[config.mk]
export PLATFORM = sky130hd
export DESIGN_NAME = axi_master_arbiter
export DESIGN_NICKNAME = d
export VERILOG_FILES = /design/src/rtl/axi_master_arbiter.sv
export SDC_FILE = /design/constraint.sdc
export NUM_CORES = 1
export LEC_CHECK = 0
export BUFFER_PORTS_ARGS = -buffer_cell sky130_fd_sc_hd__buf_2
export CAP_MARGIN = 5
export CORE_AREA = 2 2 258 260
export DETAILED_ROUTE_END_ITERATION = 12
export DIE_AREA = 0 0 260 262
export GPL_TIMING_DRIVEN = 0
export SLEW_MARGIN = 25
export SYNTH_ARGS = -nofsm -noshare
export SYNTH_HDL_FRONTEND = slang
export SYNTH_SLANG_ARGS = --single-unit
[constraint.sdc]
create_clock -name clk_i -period 46.3 [get_ports clk_i]
set_input_delay 6.945 -clock clk_i [delete_from_list [all_inputs] [get_ports clk_i]]
set_output_delay 6.945 -clock clk_i [all_outputs]
set_load 0.05 [all_outputs]
[src/rtl/axi_master_arbiter.sv]
// Round-robin arbiter sharing one line-wide master between a CPU cache port and a packed DMA write stream.
// Grant to strobe is 1 cycle, completion to done is 1 cycle; DMA is backpressured while its line buffer is full.
module axi_master_arbiter #(
    parameter int ADDR_WIDTH       = 32,
    parameter int DATA_WIDTH       = 32,
    parameter int DATA_WIDTH_CACHE = 128,
    parameter int TIMEOUT_CYCLES   = 256
) (
    input  logic                        clk_i,
    input  logic                        rst_i,
    input  logic                        cpu_req_i,
    input  logic                        cpu_we_i,
    input  logic [ADDR_WIDTH-1:0]       cpu_addr_i,
    input  logic [DATA_WIDTH_CACHE-1:0] cpu_wdata_i,
    output logic [DATA_WIDTH_CACHE-1:0] cpu_rdata_o,
    output logic                        cpu_done_o,
    output logic                        cpu_err_o,
    input  logic                        dma_wvalid_i,
    output logic                        dma_wready_o,
    input  logic [ADDR_WIDTH-1:0]       dma_addr_i,
    input  logic [DATA_WIDTH-1:0]       dma_wdata_i,
    output logic                        dma_done_o,
    output logic                        dma_err_o,
    output logic                        m_cs_o,
    output logic                        m_we_o,
    output logic [ADDR_WIDTH-1:0]       m_addr_o,
    output logic [DATA_WIDTH_CACHE-1:0] m_wdata_o,
    input  logic [DATA_WIDTH_CACHE-1:0] m_rdata_i,
    input  logic                        m_rvalid_i,
    input  logic                        m_bdone_i,
    output logic                        busy_o
);
    localparam int WD_W = $clog2(TIMEOUT_CYCLES + 1);

    typedef enum logic [1:0] {IDLE, ISSUE, WAIT, GAP} state_t;

    state_t                      state, state_nxt;
    logic                        last_dma, grant_dma, err_flag;
    logic [1:0]                  fill;
    logic                        full;
    logic [DATA_WIDTH_CACHE-1:0] line_buf;
    logic [ADDR_WIDTH-1:0]       line_addr;
    logic [WD_W-1:0]             wdog;
    logic                        grant, pick_dma, done, timeout, accept;

    // Only the completion matching the issued direction counts.
    assign done         = m_we_o ? m_bdone_i : m_rvalid_i;
    assign timeout      = (wdog == WD_W'(TIMEOUT_CYCLES - 1));
    assign dma_wready_o = !full && !rst_i;
    assign accept       = dma_wvalid_i && dma_wready_o;

    assign m_cs_o     = (state == ISSUE);
    assign busy_o     = (state != IDLE);
    assign cpu_done_o = (state == GAP) && !grant_dma;
    assign dma_done_o = (state == GAP) && grant_dma;
    assign cpu_err_o  = cpu_done_o && err_flag;
    assign dma_err_o  = dma_done_o && err_flag;

    always_ff @(posedge clk_i or posedge rst_i) begin
        if (rst_i) begin
            state <= IDLE;
        end else begin
            state <= state_nxt;
        end
    end

    always_comb begin
        state_nxt = state;
        grant     = 1'b0;
        pick_dma  = 1'b0;
        case (state)
            IDLE: begin
                if (cpu_req_i || full) begin
                    grant     = 1'b1;
                    pick_dma  = full && (!cpu_req_i || !last_dma);
                    state_nxt = ISSUE;
                end
            end
            ISSUE:   state_nxt = WAIT;
            WAIT:    if (done || timeout) state_nxt = GAP;
            GAP:     state_nxt = IDLE;
            default: state_nxt = IDLE;
        endcase
    end

    always_ff @(posedge clk_i or posedge rst_i) begin
        if (rst_i) begin
            last_dma    <= 1'b1;
            grant_dma   <= 1'b0;
            err_flag    <= 1'b0;
            fill        <= '0;
            full        <= 1'b0;
            line_buf    <= '0;
            line_addr   <= '0;
            wdog        <= '0;
            m_we_o      <= 1'b0;
            m_addr_o    <= '0;
            m_wdata_o   <= '0;
            cpu_rdata_o <= '0;
        end else begin
            if (accept) begin
                line_buf[DATA_WIDTH*int'(fill) +: DATA_WIDTH] <= dma_wdata_i;
                if (fill == 2'd0) line_addr <= dma_addr_i;
                if (fill == 2'd3) full <= 1'b1;
                fill <= fill + 2'd1;
            end
            if (grant) begin
                grant_dma <= pick_dma;
                err_flag  <= 1'b0;
                m_we_o    <= pick_dma || cpu_we_i;
                m_addr_o  <= pick_dma ? line_addr : cpu_addr_i;
                m_wdata_o <= pick_dma ? line_buf : cpu_wdata_i;
            end
            if (state == WAIT) begin
                wdog <= wdog + WD_W'(1);
                if (!done && timeout) err_flag <= 1'b1;
                if (done && !grant_dma && !m_we_o) cpu_rdata_o <= m_rdata_i;
            end
            // A DMA grant frees the buffer whether it succeeded or timed out.
            if (state == GAP) begin
                wdog     <= '0;
                last_dma <= grant_dma;
                if (grant_dma) begin
                    full <= 1'b0;
                    fill <= '0;
                end
            end
        end
    end
endmodule
# After elaboration in Yosys (flattened, before gate mapping)
# Index checks and enable logic that the tools add are counted.
[word_totals]
ff_bits = 466
elab_cells = 76
[op_classes]
n_addsub = 3
n_eq_ne = 7
shifts = 2
muxes = 23
reduce_logical = 28
[op_table]
columns = ["operator", "n"]
rows = [
  ["$bwmux 128", 1],
  ["$mux 128", 1],
  ["$shift 32x33->128 const A", 1],
  ["$shiftx 32x33->128", 1],
  ["$neg 7->33", 1],
  ["$mux 32", 1],
  ["$mux 9", 2],
  ["$mux 1", 12],
  ["$logic_and 1x1->1", 10],
  ["$mux 2", 5],
  ["$add 9x1->9 const B", 1],
  ["$eq 9x8->1 const B", 1],
  ["$pmux 2 s4", 1],
  ["$logic_not 1->1", 7],
  ["$eq 2x2->1 const B", 3],
  ["$reduce_and 2->1", 3],
  ["$logic_not 2->1", 2],
  ["$logic_or 1x1->1", 4],
  ["$ne 2x2->1 const B", 2],
  ["$reduce_bool 2->1", 2],
  ["$add 2x1->2 const B", 1],
  ["$eq 2x1->1 const B", 1],
]

# Logic depth before layout (Yosys ltp)
[depth]
ltp_word = 6
ltp_mapped = 9

# Least setup slack after synthesis
# No wires, ideal clock.
[synth_path]
kind = "input-to-output"
start = "input port rst_i"
end = "output port dma_wready_o"
arrival_ps = 7599
required_time_ps = 39355
path_slack_ps = 31756
stages = 1
path_cell_list = "nor2_1"
[synth_between]
elab_chain_len = 2
[synth_lines]
columns = ["element", "line_no", "source"]
rows = [
  ["start: declaration", "10", "input logic rst_i,"],
  ["$logic_not 1->1 (no source line)", "-", ""],
  ["$logic_and 1x1->1", "49", "assign dma_wready_o = !full && !rst_i;"],
  ["end: declaration", "19", "output logic dma_wready_o,"],
]
# Every way passes these cells.

# Worst setup path in the final report
# Ends and elaborated chain as after synthesis.

==> results.yml <==
detailed_routing:
  wl_per_cell_um: 22.3
  drc_errors: 0
  drt_iter0_markers: 1166
  vias_per_cell: 4.79
  ant_nets: 0
  dr.pass1.iters: 5
  wirelength_um: 78700
  vias: 16900
global_routing:
  grt_max_degree: 94
  grt_use_total_pct: 22.3
  grt-ovfl-total: 0
  antenna_found_initial: 47
  grt_first_pass_wirelength_um: 111000
  grt_pass1_vias: 16900
synth:
  synth_ff_type: "dfrtp_1"
  synth_top_area_cell: "dfrtp_1"
  synth_enable_flop_cells: 0
  syn-cell-area_mm2: 0.0197
  syn_nets: 2263
  ys_seq_area_share_pct: 59.1
  netlist-cell-type-count: 40
  synth.avg_cell_area_um2: 10.4
  syn_inst: 1891
  synth_seq_cells: 466
  synthArstFlopShare_pct: 100
  yosys-top-cells-area: "dfrtp_1 (59%), o21ai_1 (8.9%), nand2_1 (8.0%), mux2_2 (7.5%), a21oi_1 (4.2%)"
  yosys_warnings: 0
  yosysTopAreaCellShare_pct: 58.9
floorplanning:
  start_util_pct: 30.3
  io_pins: 655
  fp-row-count: 94
  die_w_um: 260
  die_height_um: 262
  core_area_mm2: 0.0653
  dieArea_mm2: 0.0681
worst_setup_path:
  crit_top_cell: "buf_2"
  required_ns: 39.35
  cp_slowest_cell: "buf_2"
  start_kind: "input port"
  crit_arrival_ns: 7.58
  cp_max_fo: 7
  path_cells: "buf_2 -> nor2_1 -> buf_2"
  worst_path_largest_cell_delay_ns: 0.29
  r2r_cells: 7
  end_kind: "output pin"
  critical_path_class: "in -> out"
clock_tree:
  cts_hold_buf: 0
  cts_inserted_buffers: 53
  root_buffer: "clkbuf_16"
  postCtsSetupRepairBufs: 0
  htreeDepth: 2
  clockBufferDepth: 3
  cts_resized: 0
  cts.sinks: 466
  insertion_delay_ns: 0.61
  cts_tree: "done"
  clkTransAtPathRegs_ns: 0.06
layout:
  nets: 2977
  syn2layout_area_growth_pct: 32.8
  drive_gt1_share_pct: 38.0
timing:
  tns_ns: 0
  max_freq_mhz: 68.8
  period_share_pct: 31.4
  clock_skew_ns: 0.0239
  fin_ws_ns: 31.77
  worst_slew_pin_slew_ns: 0.781
  timing.hold.ws_ns: 0.478
  max_slew_margin_pct: 47.9
  slew_violations: 0
  period_needed_ns: 14.53
  hold_violations: 0
  finalSetupViolations: 0
  rsz0062_at_grt: "no"
placed_design:
  gp_congestion: 0.846
  dpl.hpwl_um: 60700
  place_ws_ns: 31.77
  port_buffers: 654
job:
  cap_violations: 0
pwr:
  p_per_area_mw_per_mm2: 87.2
  power_leakage_nw: 12.4
  peakVddDrop_uv: 44.7
  total_power_w: 0.00229
worst_hold_path:
  holdPathStages: 2
  hp-class: "reg -> reg"
status:
  status: "completed"
[worst paths after layout]
path,from,endpoint,slack (ns)
max,rst_i,dma_wready_o,31.77
max in group asynchronous,rst_i,cpu_rdata_o[20]$_DFFE_PP0P_,38.58
min in group asynchronous,rst_i,m_addr_o[22]$_DFFE_PP0P_,6.44
max reg2reg,state[0]$_DFFE_PP0P_,m_wdata_o[84]$_DFFE_PP0P_,43.63
min reg2reg,line_buf[93]$_DFFE_PP0P_,line_buf[93]$_DFFE_PP0P_,0.48
min,line_buf[93]$_DFFE_PP0P_,line_buf[93]$_DFFE_PP0P_,0.48
[metal layers]
layer,global-route usage [%],part of all wire (%)
met5,0,0.18
met4,8.05,3.2
met3,6.22,7.4
met2,40.1,51
met1,25.2,38
[synthesized netlist by cell type (all sizes together) (2+ instances only)]
| library cell | instances |
|---|---|
| xor2 | 3 |
| nand3 | 3 |
| nand2 | 420 |
| inv | 8 |
| a21oi | 165 |
| or3 | 3 |
| dfrtp | 465 |
| clkbuf | 68 |
| ha | 13 |
| mux2i | 3 |
| buf | 83 |
| o21ai | 454 |
| nand4bb | 4 |
| mux2 | 162 |
| nor2 | 11 |
| nand4 | 4 |
| xnor2 | 2 |
| and2 | 3 |
| nor3b | 5 |
[registers in the layout, summed over array words and instances, names as in the netlist]
| register | count |
|---|---|
| cpu_rdata_o | 128 |
| err_flag | 1 |
| fill | 2 |
| full | 1 |
| grant_dma | 1 |
| last_dma | 1 |
| line_addr | 32 |
| line_buf | 128 |
| m_addr_o | 32 |
| m_wdata_o | 128 |
| m_we_o | 1 |
| state | 2 |
| wdog | 9 |
[worst max-delay path, delay by kind of cell]
family | cells | cell delay [ns]
buf+inv | 2 | 0.47
simple gates | 1 | 0.17
[cell usage in the layout, fill, tap and decap left out, types with 30 or more instances in the layout]
cell,instances
clkbuf_16,53
mux2_2,132
nand2_1,420
dfrtp_1,465
a21oi_1,165
o21ai_0,103
buf_2,695
mux2_4,30
clkbuf_1,70
o21ai_1,351
[power by group]
part | switching, W | internal (W) | total [W] | leakage, nW
Combinational | 0.000837 | 0.000295 | 0.00113 | 5.58
Clock | 0.000178 | 0.000288 | 0.000466 | 0.950
Sequential | 0.000104 | 0.000586 | 0.000690 | 5.92
[area by class of cell]
type	instances	area [µm²]
Buffer	151	895
Timing Repair Buffer	659	3410
Fill cell	6605	39000
Multi-Input combinational cell	1266	7160
Clock buffer	70	1530
Inverter	8	37.5
Clock inverter	25	419
Sequential cell	466	11700
Tap cell	864	1080
Antenna cell	15	37.5
[through the flow]
| step | utilization, % | instance area (µm²) | instances |
|---|---|---|---|
| 2_1_floorplan | - | 19700 | 1891 |
| 3_3_place_gp | 36.9 | 24100 | 3409 |
| 3_5_place_dp | 37.1 | 24200 | 3414 |
| 4_1_cts | 40.1 | 26200 | 3509 |
| 5_1_grt | 40.2 | 26200 | 3518 |
| 6_report | 40.2 | 26200 | 3524 |
[kinds of logic after synthesis]
logic type	Yosys count	synth area share [%]
DFF	466	59.1
adders and majority gates	13	0.824
xor gates and xnor gates	5	0.222
muxes	165	9.96
buffers and inverters	159	4.68
AOI/OAI and AO/OA	625	16.0
and+or+nand+nor	458	9.31
No activity file was read; power rests on OpenSTA's default activity.
